`config.mk`:
```
export PLATFORM = sky130hd
export DESIGN_NAME = seg_scan_decoder
export DESIGN_NICKNAME = d
export VERILOG_FILES = /design/src/rtl/seg_pkg.sv /design/src/rtl/seg_glyph_decode.sv /design/src/rtl/seg_scan_decoder.sv
export SDC_FILE = /design/constraint.sdc
export NUM_CORES = 1
export LEC_CHECK = 0
export ABC_AREA = 1
export CAP_MARGIN = 20
export CORE_MARGIN = 4
export CORE_UTILIZATION = 35
export CTS_BUF_LIST = sky130_fd_sc_hd__clkbuf_16
export CTS_CLUSTER_SIZE = 8
export DETAILED_ROUTE_END_ITERATION = 8
export SLEW_MARGIN = 20
export SYNTH_ARGS = -nofsm -noshare
export SYNTH_HDL_FRONTEND = slang
export SYNTH_HIERARCHICAL = 1
export SYNTH_SLANG_ARGS = --single-unit
```
`constraint.sdc`:
```
create_clock -name mclk -period 4.3 [get_ports mclk]
set_input_delay 0.645 -clock mclk [delete_from_list [all_inputs] [get_ports mclk]]
set_output_delay 0.645 -clock mclk [all_outputs]
set_load 0.02 [all_outputs]
```
`src/rtl/seg_pkg.sv`:
```
// Shared definitions for the seven-segment scan decoder: glyph patterns,
// digit/slot sizing, FSM state encoding and anode classification helpers.
package seg_pkg;

    localparam int DIGIT_W    = 5;
    localparam int NUM_DIGITS = 4;

    // Active-high segment patterns, bit 6 = A ... bit 0 = G
    localparam logic [6:0] GLYPH_0 = 7'b1111110;
    localparam logic [6:0] GLYPH_1 = 7'b0110000;
    localparam logic [6:0] GLYPH_2 = 7'b1101101;
    localparam logic [6:0] GLYPH_3 = 7'b1111001;
    localparam logic [6:0] GLYPH_4 = 7'b0110011;
    localparam logic [6:0] GLYPH_5 = 7'b1011011;
    localparam logic [6:0] GLYPH_6 = 7'b1011111;
    localparam logic [6:0] GLYPH_7 = 7'b1110000;
    localparam logic [6:0] GLYPH_8 = 7'b1111111;
    localparam logic [6:0] GLYPH_9 = 7'b1110011;
    localparam logic [6:0] GLYPH_A = 7'b1110111;
    localparam logic [6:0] GLYPH_B = 7'b0011111;
    localparam logic [6:0] GLYPH_C = 7'b1001110;
    localparam logic [6:0] GLYPH_D = 7'b0111101;
    localparam logic [6:0] GLYPH_E = 7'b1001111;
    localparam logic [6:0] GLYPH_F = 7'b1000111;

    typedef enum logic [1:0] {WAIT, SETTLE, HELD} state_t;

    typedef enum logic [1:0] {A_BLANK, A_SEL, A_ILLEGAL} anode_class_t;

    function automatic anode_class_t anode_class(input logic [3:0] a);
        anode_class_t c;
        case (a)
            4'hF:                   c = A_BLANK;
            4'hE, 4'hD, 4'hB, 4'h7: c = A_SEL;
            default:                c = A_ILLEGAL;
        endcase
        return c;
    endfunction

    function automatic logic [1:0] anode_idx(input logic [3:0] a);
        logic [1:0] i;
        case (a)
            4'hD:    i = 2'd1;
            4'hB:    i = 2'd2;
            4'h7:    i = 2'd3;
            default: i = 2'd0;
        endcase
        return i;
    endfunction

endpackage

```
`src/rtl/seg_glyph_decode.sv`:
```
// Reverse lookup of an active-high ABCDEFG pattern into a hex value; any
// pattern that is not one of the sixteen glyphs reports 4'hF with err set.
module seg_glyph_decode
    import seg_pkg::*;
(
    input  logic [6:0] glyph,
    output logic [3:0] value,
    output logic       err
);

    always_comb begin
        value = 4'hF;
        err   = 1'b0;
        case (glyph)
            GLYPH_0: value = 4'h0;
            GLYPH_1: value = 4'h1;
            GLYPH_2: value = 4'h2;
            GLYPH_3: value = 4'h3;
            GLYPH_4: value = 4'h4;
            GLYPH_5: value = 4'h5;
            GLYPH_6: value = 4'h6;
            GLYPH_7: value = 4'h7;
            GLYPH_8: value = 4'h8;
            GLYPH_9: value = 4'h9;
            GLYPH_A: value = 4'hA;
            GLYPH_B: value = 4'hB;
            GLYPH_C: value = 4'hC;
            GLYPH_D: value = 4'hD;
            GLYPH_E: value = 4'hE;
            GLYPH_F: value = 4'hF;
            default: err   = 1'b1;
        endcase
    end

endmodule

```
`src/rtl/seg_scan_decoder.sv`:
```
// Recovers 4-digit codes from an active-low multiplexed seven-segment scan:
// settles each anode, decodes its glyph, and publishes complete frames.
module seg_scan_decoder
    import seg_pkg::*;
#(
    parameter int SETTLE_CYCLES = 64,
    parameter int STALE_CYCLES  = 200000,
    parameter int CNT_W         = 18
) (
    input  logic        mclk,
    input  logic        rst_N,
    input  logic [3:0]  anode_sel,
    input  logic [7:0]  segments_in,
    output logic [19:0] digits_out,
    output logic        frame_valid,
    output logic [3:0]  digit_err,
    output logic        anode_err,
    output logic        stale
);

    localparam int SC_W = $clog2(SETTLE_CYCLES + 1);
    localparam logic [SC_W-1:0]  SETTLE_LIM = SC_W'(SETTLE_CYCLES);
    localparam logic [CNT_W-1:0] STALE_LIM  = CNT_W'(STALE_CYCLES);

    typedef logic [NUM_DIGITS-1:0][DIGIT_W-1:0] slots_t;

    logic [3:0]            a_q, a_d, a_prev_q, a_prev_d;
    logic [7:0]            s_q, s_d, s_prev_q, s_prev_d;
    state_t                state_q, state_d;
    logic [SC_W-1:0]       cnt_q, cnt_d;
    logic [NUM_DIGITS-1:0] mask_q, mask_d;
    slots_t                slot_q, slot_d;
    logic [NUM_DIGITS-1:0] slot_err_q, slot_err_d;
    slots_t                digits_q, digits_d;
    logic [NUM_DIGITS-1:0] digit_err_q, digit_err_d;
    logic                  frame_valid_q, frame_valid_d;
    logic                  anode_err_q, anode_err_d;
    logic [CNT_W-1:0]      stale_cnt_q, stale_cnt_d;

    anode_class_t a_cls;
    logic [1:0]   idx;
    logic         a_changed, s_changed, frame_done;
    logic         start, capture;
    logic [3:0]   dec_value;
    logic         dec_err;

    assign a_cls      = anode_class(a_q);
    assign idx        = anode_idx(a_q);
    assign a_changed  = (a_q != a_prev_q);
    assign s_changed  = (s_q != s_prev_q);
    assign frame_done = (mask_q == {NUM_DIGITS{1'b1}});

    seg_glyph_decode u_decode (
        .glyph (~s_q[7:1]),
        .value (dec_value),
        .err   (dec_err)
    );

    always_comb begin
        a_d           = anode_sel;
        s_d           = segments_in;
        a_prev_d      = a_q;
        s_prev_d      = s_q;
        state_d       = state_q;
        cnt_d         = cnt_q;
        mask_d        = frame_done ? '0 : mask_q;
        slot_d        = slot_q;
        slot_err_d    = slot_err_q;
        digits_d      = digits_q;
        digit_err_d   = digit_err_q;
        frame_valid_d = frame_done;
        anode_err_d   = 1'b0;
        stale_cnt_d   = stale_cnt_q;
        start         = 1'b0;
        capture       = 1'b0;

        unique case (state_q)
            WAIT: begin
                if (a_cls == A_SEL) start = 1'b1;
            end
            SETTLE: begin
                if (a_changed || s_changed) begin
                    if (a_cls == A_SEL) start = 1'b1;
                    else                state_d = WAIT;
                end else begin
                    cnt_d = cnt_q + SC_W'(1);
                end
            end
            HELD: begin
                // Segment changes are ignored until the anode moves on
                if (a_changed) begin
                    if (a_cls == A_SEL) start = 1'b1;
                    else                state_d = WAIT;
                end
            end
            default: state_d = WAIT;
        endcase

        if (start) begin
            state_d = SETTLE;
            cnt_d   = SC_W'(1);
        end

        if (state_d == SETTLE && cnt_d == SETTLE_LIM) begin
            capture = 1'b1;
            state_d = HELD;
        end

        if (a_cls == A_ILLEGAL) begin
            state_d     = WAIT;
            cnt_d       = '0;
            mask_d      = '0;
            capture     = 1'b0;
            anode_err_d = a_changed;
        end

        if (capture) begin
            slot_d[idx]     = {~s_q[0], dec_value};
            slot_err_d[idx] = dec_err;
            mask_d[idx]     = 1'b1;
        end

        // Slots are read before this cycle's capture lands, so a capture
        // coinciding with completion starts the next frame cleanly.
        if (frame_done) begin
            digits_d    = slot_q;
            digit_err_d = slot_err_q;
            stale_cnt_d = '0;
        end else if (stale_cnt_q != {CNT_W{1'b1}}) begin
            stale_cnt_d = stale_cnt_q + CNT_W'(1);
        end
    end

    always_ff @(posedge mclk) begin
        if (!rst_N) begin
            a_q           <= 4'hF;
            s_q           <= 8'hFF;
            a_prev_q      <= 4'hF;
            s_prev_q      <= 8'hFF;
            state_q       <= WAIT;
            cnt_q         <= '0;
            mask_q        <= '0;
            slot_q        <= '0;
            slot_err_q    <= '0;
            digits_q      <= '0;
            digit_err_q   <= '0;
            frame_valid_q <= 1'b0;
            anode_err_q   <= 1'b0;
            stale_cnt_q   <= '0;
        end else begin
            a_q           <= a_d;
            s_q           <= s_d;
            a_prev_q      <= a_prev_d;
            s_prev_q      <= s_prev_d;
            state_q       <= state_d;
            cnt_q         <= cnt_d;
            mask_q        <= mask_d;
            slot_q        <= slot_d;
            slot_err_q    <= slot_err_d;
            digits_q      <= digits_d;
            digit_err_q   <= digit_err_d;
            frame_valid_q <= frame_valid_d;
            anode_err_q   <= anode_err_d;
            stale_cnt_q   <= stale_cnt_d;
        end
    end

    assign digits_out  = digits_q;
    assign digit_err   = digit_err_q;
    assign frame_valid = frame_valid_q;
    assign anode_err   = anode_err_q;
    assign stale       = (stale_cnt_q >= STALE_LIM);

endmodule

```
# Word-level counts from Yosys, hierarchy flattened
# Index checks and enable logic that the tools add are counted.
dict set report classes {
  n_addsub 2
  n_mul 0
  div 0
  order_cmp 3
  eq_ne 31
  shift 0
  n_mux 28
  bitwise_logic 4
  n_reduce_logical 10
}
# op n
set ops {}
lappend ops {{$eq 7x7->1 const B} 13}
lappend ops {{$pmux 4 s15} 1}
lappend ops {{$eq 7x6->1 const B} 3}
lappend ops {{$mux 7} 3}
lappend ops {{$bwmux 20} 1}
lappend ops {{$eq 4x4->1 const B} 5}
lappend ops {{$add 18x1->18 const B} 1}
lappend ops {{$ge 18x18->1 const B} 1}
lappend ops {{$ne 18x18->1 const B} 1}
lappend ops {{$reduce_or 16->1} 1}
lappend ops {{$mux 4} 3}
lappend ops {{$pmux 2 s3} 2}
lappend ops {{$demux 5 s2} 1}
lappend ops {{$mux 2} 5}
lappend ops {{$ne 8x8->1} 1}
lappend ops {{$add 7x1->7 const B} 1}
lappend ops {{$eq 7x5->1 const B} 1}
lappend ops {{$mux 1} 7}
lappend ops {{$not 7->7} 1}
lappend ops {{$eq 2x1->1 const B} 3}
lappend ops {{$mux 5} 1}
lappend ops {{$bwmux 4} 1}
lappend ops {{$eq 2x2->1 const B} 2}
lappend ops {{$eq 4x3->1 const B} 1}
lappend ops {{15 further kinds} 18}
dict set report word_totals {
  regBits 105
  latch_bits 0
  ramBits 0
  rom_bits 0
  in_bits 14
  output_inout_bits 27
  n_memories 0
}

# Depth between registers and ports, before layout
# Gate-level depths: netlist (run 1).
dict set report logic_depth {
  word_depth 13
  mapped_depth 19
  depth_no_buf 18
}

# By module
# The synthesis (run 1) kept the hierarchy.
# mod n_inst cells_per_inst area_per_inst_um2
set modules_own_cells {}
lappend modules_own_cells {seg_scan_decoder 1 657 4735.8}
lappend modules_own_cells {seg_glyph_decode 1 96 399.1}

# Worst setup path after synthesis (run 1)
# OpenSTA, ideal clock, no wires.
dict set report synth_timing {
  kind {reg2reg}
  from {register a_q[3] (netlist: a_prev_d[3])}
  to {register slot_err_q[0]}
  setup_time_ns 0.113
  arrival_ns 1.823
  slack_ns 2.364
  path_stages_with_launch 13
  path_buffers 1
  cell_sequence {dfxtp_1 -> nand2_1 -> clkinv_1 -> nand3_1 -> inv_1 -> nor2_1 -> inv_1 -> a21oi_1 -> inv_1 -> clkbuf_1 -> nand4_1 -> nor2_1 -> nor2_1}
}
dict set report synth_between {
  elab_chain_len 12
}
# item line_no
set synth_rtl {}
lappend synth_rtl {{start, declared} seg_scan_decoder.sv:27} ;# logic [3:0] a_q, a_d, a_prev_q, a_prev_d;
lappend synth_rtl {{start signal, assigned} seg_scan_decoder.sv:136} ;# a_q <= 4'hF;
lappend synth_rtl {{start signal, assigned} seg_scan_decoder.sv:151} ;# a_q <= a_d;
lappend synth_rtl {{$eq 4x3->1, or another cell as far along} {seg_pkg.sv:32, seg_pkg.sv:42}}
lappend synth_rtl {{$reduce_or 4->1} seg_pkg.sv:32} ;# case (a)
lappend synth_rtl {{$pmux 2 s2} seg_pkg.sv:32}
lappend synth_rtl {{$eq 2x1->1} {seg_scan_decoder.sv:79, seg_scan_decoder.sv:83, seg_scan_decoder.sv:92}}
lappend synth_rtl {{$mux 1 or $mux 2 (tied branches)} {seg_scan_decoder.sv:79, seg_scan_decoder.sv:83, seg_scan_decoder.sv:92}}
lappend synth_rtl {{$mux 1, or another cell as far along} seg_scan_decoder.sv:91} ;# if (a_changed) begin
lappend synth_rtl {{$pmux 1 s3 or $pmux 2 s3 (tied branches)} seg_scan_decoder.sv:77} ;# unique case (state_q)
lappend synth_rtl {{$mux 7 or $mux 2 (tied branches)} seg_scan_decoder.sv:99} ;# if (start) begin
lappend synth_rtl {{$eq 7x7->1 or $eq 2x1->1 (tied branches)} seg_scan_decoder.sv:104} ;# if (state_d == SETTLE && cnt_d == SETTLE_LIM) begin
lappend synth_rtl {{$logic_and 1x1->1} seg_scan_decoder.sv:104}
lappend synth_rtl {{$mux 1} seg_scan_decoder.sv:104}
lappend synth_rtl {{$mux 1} seg_scan_decoder.sv:109} ;# if (a_cls == A_ILLEGAL) begin
lappend synth_rtl {{end signal, assigned} seg_scan_decoder.sv:159} ;# slot_err_q <= slot_err_d;
lappend synth_rtl {{end, declared} seg_scan_decoder.sv:33} ;# logic [NUM_DIGITS-1:0] slot_err_q, slot_err_d;
# Parallel ways exist; a longest one is shown, timed or not.
# A chain may end at the register's enable or synchronous reset.

# Final worst setup path (run 1)
dict set report layout_timing {
  from {register stale_cnt_q[7]}
  to {output stale}
}
dict set report layout_between {
  elab_chain_len 1
}
# item line_no
set layout_rtl {}
lappend layout_rtl {{start, declared} seg_scan_decoder.sv:38} ;# logic [CNT_W-1:0] stale_cnt_q, stale_cnt_d;
lappend layout_rtl {{start signal, assigned} seg_scan_decoder.sv:164} ;# stale_cnt_q <= stale_cnt_d;
lappend layout_rtl {{$ge 18x18->1} seg_scan_decoder.sv:172} ;# assign stale = (stale_cnt_q >= STALE_LIM);
lappend layout_rtl {{end, declared} seg_scan_decoder.sv:18} ;# output logic stale
# No other way between the ends.

==> impl_metrics.ini, run 1 <==
[pwr]
pwr_density_cell_mw_per_mm2 = 337
p_leak_uw = 0.00270
vdd_drop_max_uv = 231

[floorplanning]
core_area_sq_mm = 0.0145
die_h_um = 129
die_w_um = 129
die_area_sq_mm = 0.0167
initial_core_util_pct = 35.5
ios = 41
rows = 44

[sta]
fin_skew_ns = 0.0112
tns_ns = 0
finalCritPeriodShare_pct = 57.4
rsz0062_at_grt = false
max_freq_mhz = 405
slew_viol_final = 0
finalCriticalPeriod_ns = 2.47
worst_pin_slew_ns = 0.586
setup_viol = 0
final_hold_viol_count = 0
max_slew_margin_pct = 60.9
setup_ws_ns = 1.83

[clocking]
clk_latency_ns = 0.36
cts_setup_buffers = 0
cts_root_buf = clkbuf_16
clk_pin_slew_worst_paths_ns = 0.08
clk_path_buf_depth = 2
cts_buffers = 9
h-tree-depth = 3
postCtsResizedCells = 0
hold_buffers = 0
tritoncts = yes
clock_sinks = 105

[worst_setup_path]
worst-path-stages = 5
crit_path_frequent_cell = a21oi_1
worstSetupStartpointType = flip-flop
crit_path_top_delay_cell = clkdlybuf4s50_1
worstPathCellList = inv_1, a21oi_1, o21ai_0, a21oi_1, clkdlybuf4s50_1
crit_family = buffers and inverters
slowest_delay_ns = 0.62
r2r_cells = 17
worst_setup_path_end_kind = output port
crit_type = reg -> out
crit_arrival_ns = 1.82
cp_data_required_time_ns = 3.65
path_max_fanout = 5
critPathBufInv = 2

[synthesis]
yosysTopAreaCell = dfxtp_1
synthFlopType = dfxtp_1
synth_nets = 774
syn-cell-area_sq_mm = 0.00513
synth_cells = 753
synth.avg_cell_area_sq_um = 6.82
yosysSeqAreaShare_pct = 40.9
synth_top_area_share_pct = 40.9
ys_types = 35
synth_edf_count = 0
ys_async_sr_fraction_pct = 0
ys_warn_count = 6
synth_area_leaders = dfxtp_1 (41%), nand2_1 (16%), nor2_1 (7.9%)
synth-seq-cells = 105

[layout]
area_growth_pct = 17.2
diodes = 0
fin_cells = 981
drive_gt1_share_pct = 9.91
fin_nets = 813

[grt]
grt_usage_pct = 14.0
grt_pass1_wl_um = 18900
grt_pass1_vias = 4126
grt_max_degree = 37
grt_overflow_total = 0
antenna_found_initial = 0

[routing]
route.met2.wl_um = 5080
drt_iter0_drc = 256
viasPerCell = 4.52
top_layer_used = met4
routedWlPerCell_um = 11.2
drt-met1-wl_um = 5290
via_count = 4437
wl_met3_um = 418
drtAntennaViolNets = 0
finalWirelength_um = 11000
drtPass1Iterations = 4
drc = 0

[min_path]
hp-class = reg -> reg
worstHoldPathCells = 2

[placed_design]
dp_cells = 965
port_buffers = 40
place_congestion = 0.854
dp_hpwl_um = 8360
dp_slack_ns = 1.79

[run_status]
status = complete, no violations

[run]
drv_cap = 0
## cells in the mapped netlist, drive strengths merged (7+ instances only)
cell type and instances:
nand2 227, nor2 121, inv 113, dfxtp 105, o21ai 37, nand3 33, nand4 25, a21oi 17
or2 16, nor3 13, clkbuf 9, ha 7, xor2 7
## per-layer routing
metal / track usage (%) / vias to the layer above
li1: - / 2390
met1: 17.7 / 1973
met2: 23.4 / 62
met5: 0 / -
met4: 3.77 / 0
met3: 3.96 / 12
## cells in the final DEF, fill, tap and decap left out, types with 11 or more instances in the layout
cell type        instances
nand3_1                 28
o21ai_0                 31
nand2_1                216
nand4_1                 21
or2_2                   16
inv_1                  103
clkdlybuf4s50_1         40
nor3_1                  12
nor2_1                 107
dfxtp_1                105
a21oi_1                 17
nand2_2                 11
## worst min-delay path, stage by stage, from the launching register on
cell and delay (ns):
dfxtp_1 0.31, nand2_1 0.06, o21ai_1 0.05
## metrics by stage
step	utilization [%]	hold WS [ns]	power (uW)	instance area, sq um
after CTS	41.5	0.466	2060	6020
after global placement	39.5	0.447	1230	5720
after floorplan	-	0.434	1190	5130
after global routing	41.5	0.488	2130	6020
after detailed placement	39.5	0.452	1230	5720
final	41.5	0.460	2030	6020
## final timing paths
kind                   from         end  slack, ns
min               mask_q[2]   mask_q[2]       0.46
max          stale_cnt_q[7]       stale       1.83
max reg2reg     a_prev_d[1]  slot_q[15]       1.85
min reg2reg       mask_q[2]   mask_q[2]       0.46
## cells by family (layout without fill, tap and decap cells)
| logic type | Yosys count | after routing | synth area share (%) |
|---|---|---|---|
| fa+ha+maj | 7 | 7 | 1.71 |
| flops | 105 | 105 | 40.9 |
| xor+xnor | 13 | 13 | 2.22 |
| simple gates | 440 | 440 | 39.6 |
| buf+inv | 130 | 174 | 9.75 |
| compound gates | 58 | 58 | 5.82 |
## flip-flops by register name (all words and copies together) (netlist names)
name / flops
a_prev_d: 4
a_prev_q: 4
anode_err: 1
cnt_q: 7
digit_err: 4
digits_out: 20
frame_valid: 1
mask_q: 4
s_prev_d: 8
s_prev_q: 8
slot_err_q: 4
slot_q: 20
stale_cnt_q: 18
state_q: 2
## where the power goes
part / total [uW] / switching, uW / internal, uW
Combinational: 203 / 137 / 65.9
Sequential: 1000 / 14.1 / 990
Clock: 819 / 409 / 411
## final cells by class
type,count,area (sq um)
fillers,1519,8460
inverters,116,438
repair buffers,42,415
flip-flops and latches,105,2100
clock buffers,9,225
clock inverters,7,70.1
multi-input cells,518,2530
well taps,184,230
Power figures use the tool's default switching activity.
==> inputs of run 2 (changes only) <==
- clock period: 4.3 -> 2.3 ns (I/O delays scaled with it)
==> impl_metrics.ini, run 2 (synthesis gave the netlist of run 1 again) <==
[grt]
grt_pass1_vias = 4159
grt_max_degree = 37
grt_pass1_wl_um = 19100
grt_usage_pct = 14.1
grt_overflow_total = 0
antenna_found_initial = 0

[floorplanning]
core_area_sq_mm = 0.0145
die_h_um = 129
ios = 41
rows = 44
die_w_um = 129
die_area_sq_mm = 0.0167
initial_core_util_pct = 35.5

[routing]
finalWirelength_um = 11300
viasPerCell = 4.44
drtPass1Iterations = 5
via_count = 4476
drc = 0
routedWlPerCell_um = 11.2
drt_iter0_drc = 239
drtAntennaViolNets = 0

[placed_design]
place_congestion = 0.858
dp_hpwl_um = 8440
dp_slack_ns = -0.0440
port_buffers = 40

[clocking]
tritoncts = yes
cts_buffers = 9
clk_latency_ns = 0.35
clock_sinks = 105
hold_buffers = 0
clk_pin_slew_worst_paths_ns = 0.07
h-tree-depth = 3
clk_path_buf_depth = 2
cts_root_buf = clkbuf_16

[worst_setup_path]
cp_data_required_time_ns = 2.55
crit_path_frequent_cell = nand2_2
rrSetupSlack_ns = 0.10
crit_start = a_prev_d[2]
path_max_fanout = 5
crit_arrival_ns = 2.45
worstPathCellList = inv_2, nand2_2, nand2_2, inv_2, nand2_2, nor2_4, nand3_4, nor2_4, nand3_1, nand3_2, nand2_1, inv_1, nand2_1, nor2_2, nand4_1, nor2_1, nor2_2
worstSetupStartpointType = flip-flop
r2r_cells = 17
slowest_delay_ns = 0.36
r2r_start = a_prev_d[2]
crit_type = reg -> reg
r2r_end = slot_q[2]
worst_setup_path_end_kind = flip-flop
crit_path_top_delay_cell = dfxtp_2

[sta]
max_freq_mhz = 455
rsz0062_at_grt = true
max_slew_margin_pct = 59.1
fin_skew_ns = 0.00871
final_hold_viol_count = 0
finalCriticalPeriod_ns = 2.20
worst_pin_slew_ns = 0.612
setup_viol = 0
slew_viol_final = 0
setup_ws_ns = 0.102
finalCritPeriodShare_pct = 95.6

[layout]
diodes = 0
multi_input_area_sq_mm = 0.00268
area_growth_pct = 24.2
final_util_pct = 44.1
drive_gt1_share_pct = 19.2
layout_common_cells = nand2_1 (192), inv_1 (102), nor2_1 (102)
mostFrequentLayoutCell = nand2_1
fin_nets = 841
fillCellCount = 1472
final-seq-area_sq_mm = 0.00212

[min_path]
worstHoldPathCells = 2
holdCritStartpoint = digit_err[2]
min_to = digit_err[2]
hp-class = reg -> reg

[pwr]
p_leak_uw = 0.00288
vdd_drop_max_uv = 463
pwr_density_cell_mw_per_mm2 = 597

[run]
drv_cap = 0

[run_status]
status = complete, no violations
==> run 2: area by class of cell <==
class	count	area share [%]
clock inverters	7	0.804
inverters	116	6.90
well taps	184	3.61
flip-flops and latches	105	33.3
multi-input cells	519	42.0
clock buffers	9	3.53
repair buffers	69	9.85
==> run 2: repair_timing <==
action,in CTS,in global routing
setup buffers,0,6
gates resized for setup,2,60
gates cloned,0,1
pin swaps,1,32
setup endpoints to repair,12,31
==> run 2: critical path, delay by kind of cell (launching register included) <==
kind                   cells  cell delay, ns
buffers and inverters      3            0.15
flip-flops                 1            0.36
AND/OR/NAND/NOR           14            1.58
==> run 2: worst max path at each step <==
stage | cells after the start | slack [ns] | to
floorplan | 12 | 0.36 | slot_err_q[0]
global placement | 17 | 0.02 | slot_q[1]
detailed placement | 17 | -0.04 | slot_q[2]
CTS | 17 | 0.002 | slot_q[2]
global route | 19 | -0.1 | slot_q[2]
finish | 17 | 0.10 | slot_q[2]
==> run 2: power breakdown <==
part           switching (uW)  total [uW]  internal [uW]  leakage (uW)
Clock                     721        1470            745      0.000138
Sequential               27.4        1880           1850      0.000850
Combinational             288         462            173       0.00189
Total                    1040        3810           2770       0.00288
==> run 2: metal layers <==
layer | vias up | share of wire (%) | GRT usage [%]
met5 | - | 0 | 0
met4 | 0 | 0.91 | 3.40
met3 | 10 | 3.5 | 4.08
met2 | 66 | 47 | 23.1
met1 | 1937 | 49 | 18.4
li1 | 2463 | - | -
==> run 2: per-stage QoR <==
| step | hold slack [ns] | cells | power [uW] | area [sq um] | setup TNS (ns) |
|---|---|---|---|---|---|
| CTS | 0.466 | 1002 | 3820 | 6160 | 0 |
| global route | 0.482 | 1009 | 4000 | 6380 | -1.76 |
| floorplan | 0.434 | 753 | 2220 | 5130 | 0 |
| finish | 0.460 | 1009 | 3810 | 6380 | 0 |
| detailed placement | 0.448 | 986 | 2340 | 5880 | -0.293 |
| global placement | 0.443 | 986 | 2340 | 5880 | 0 |
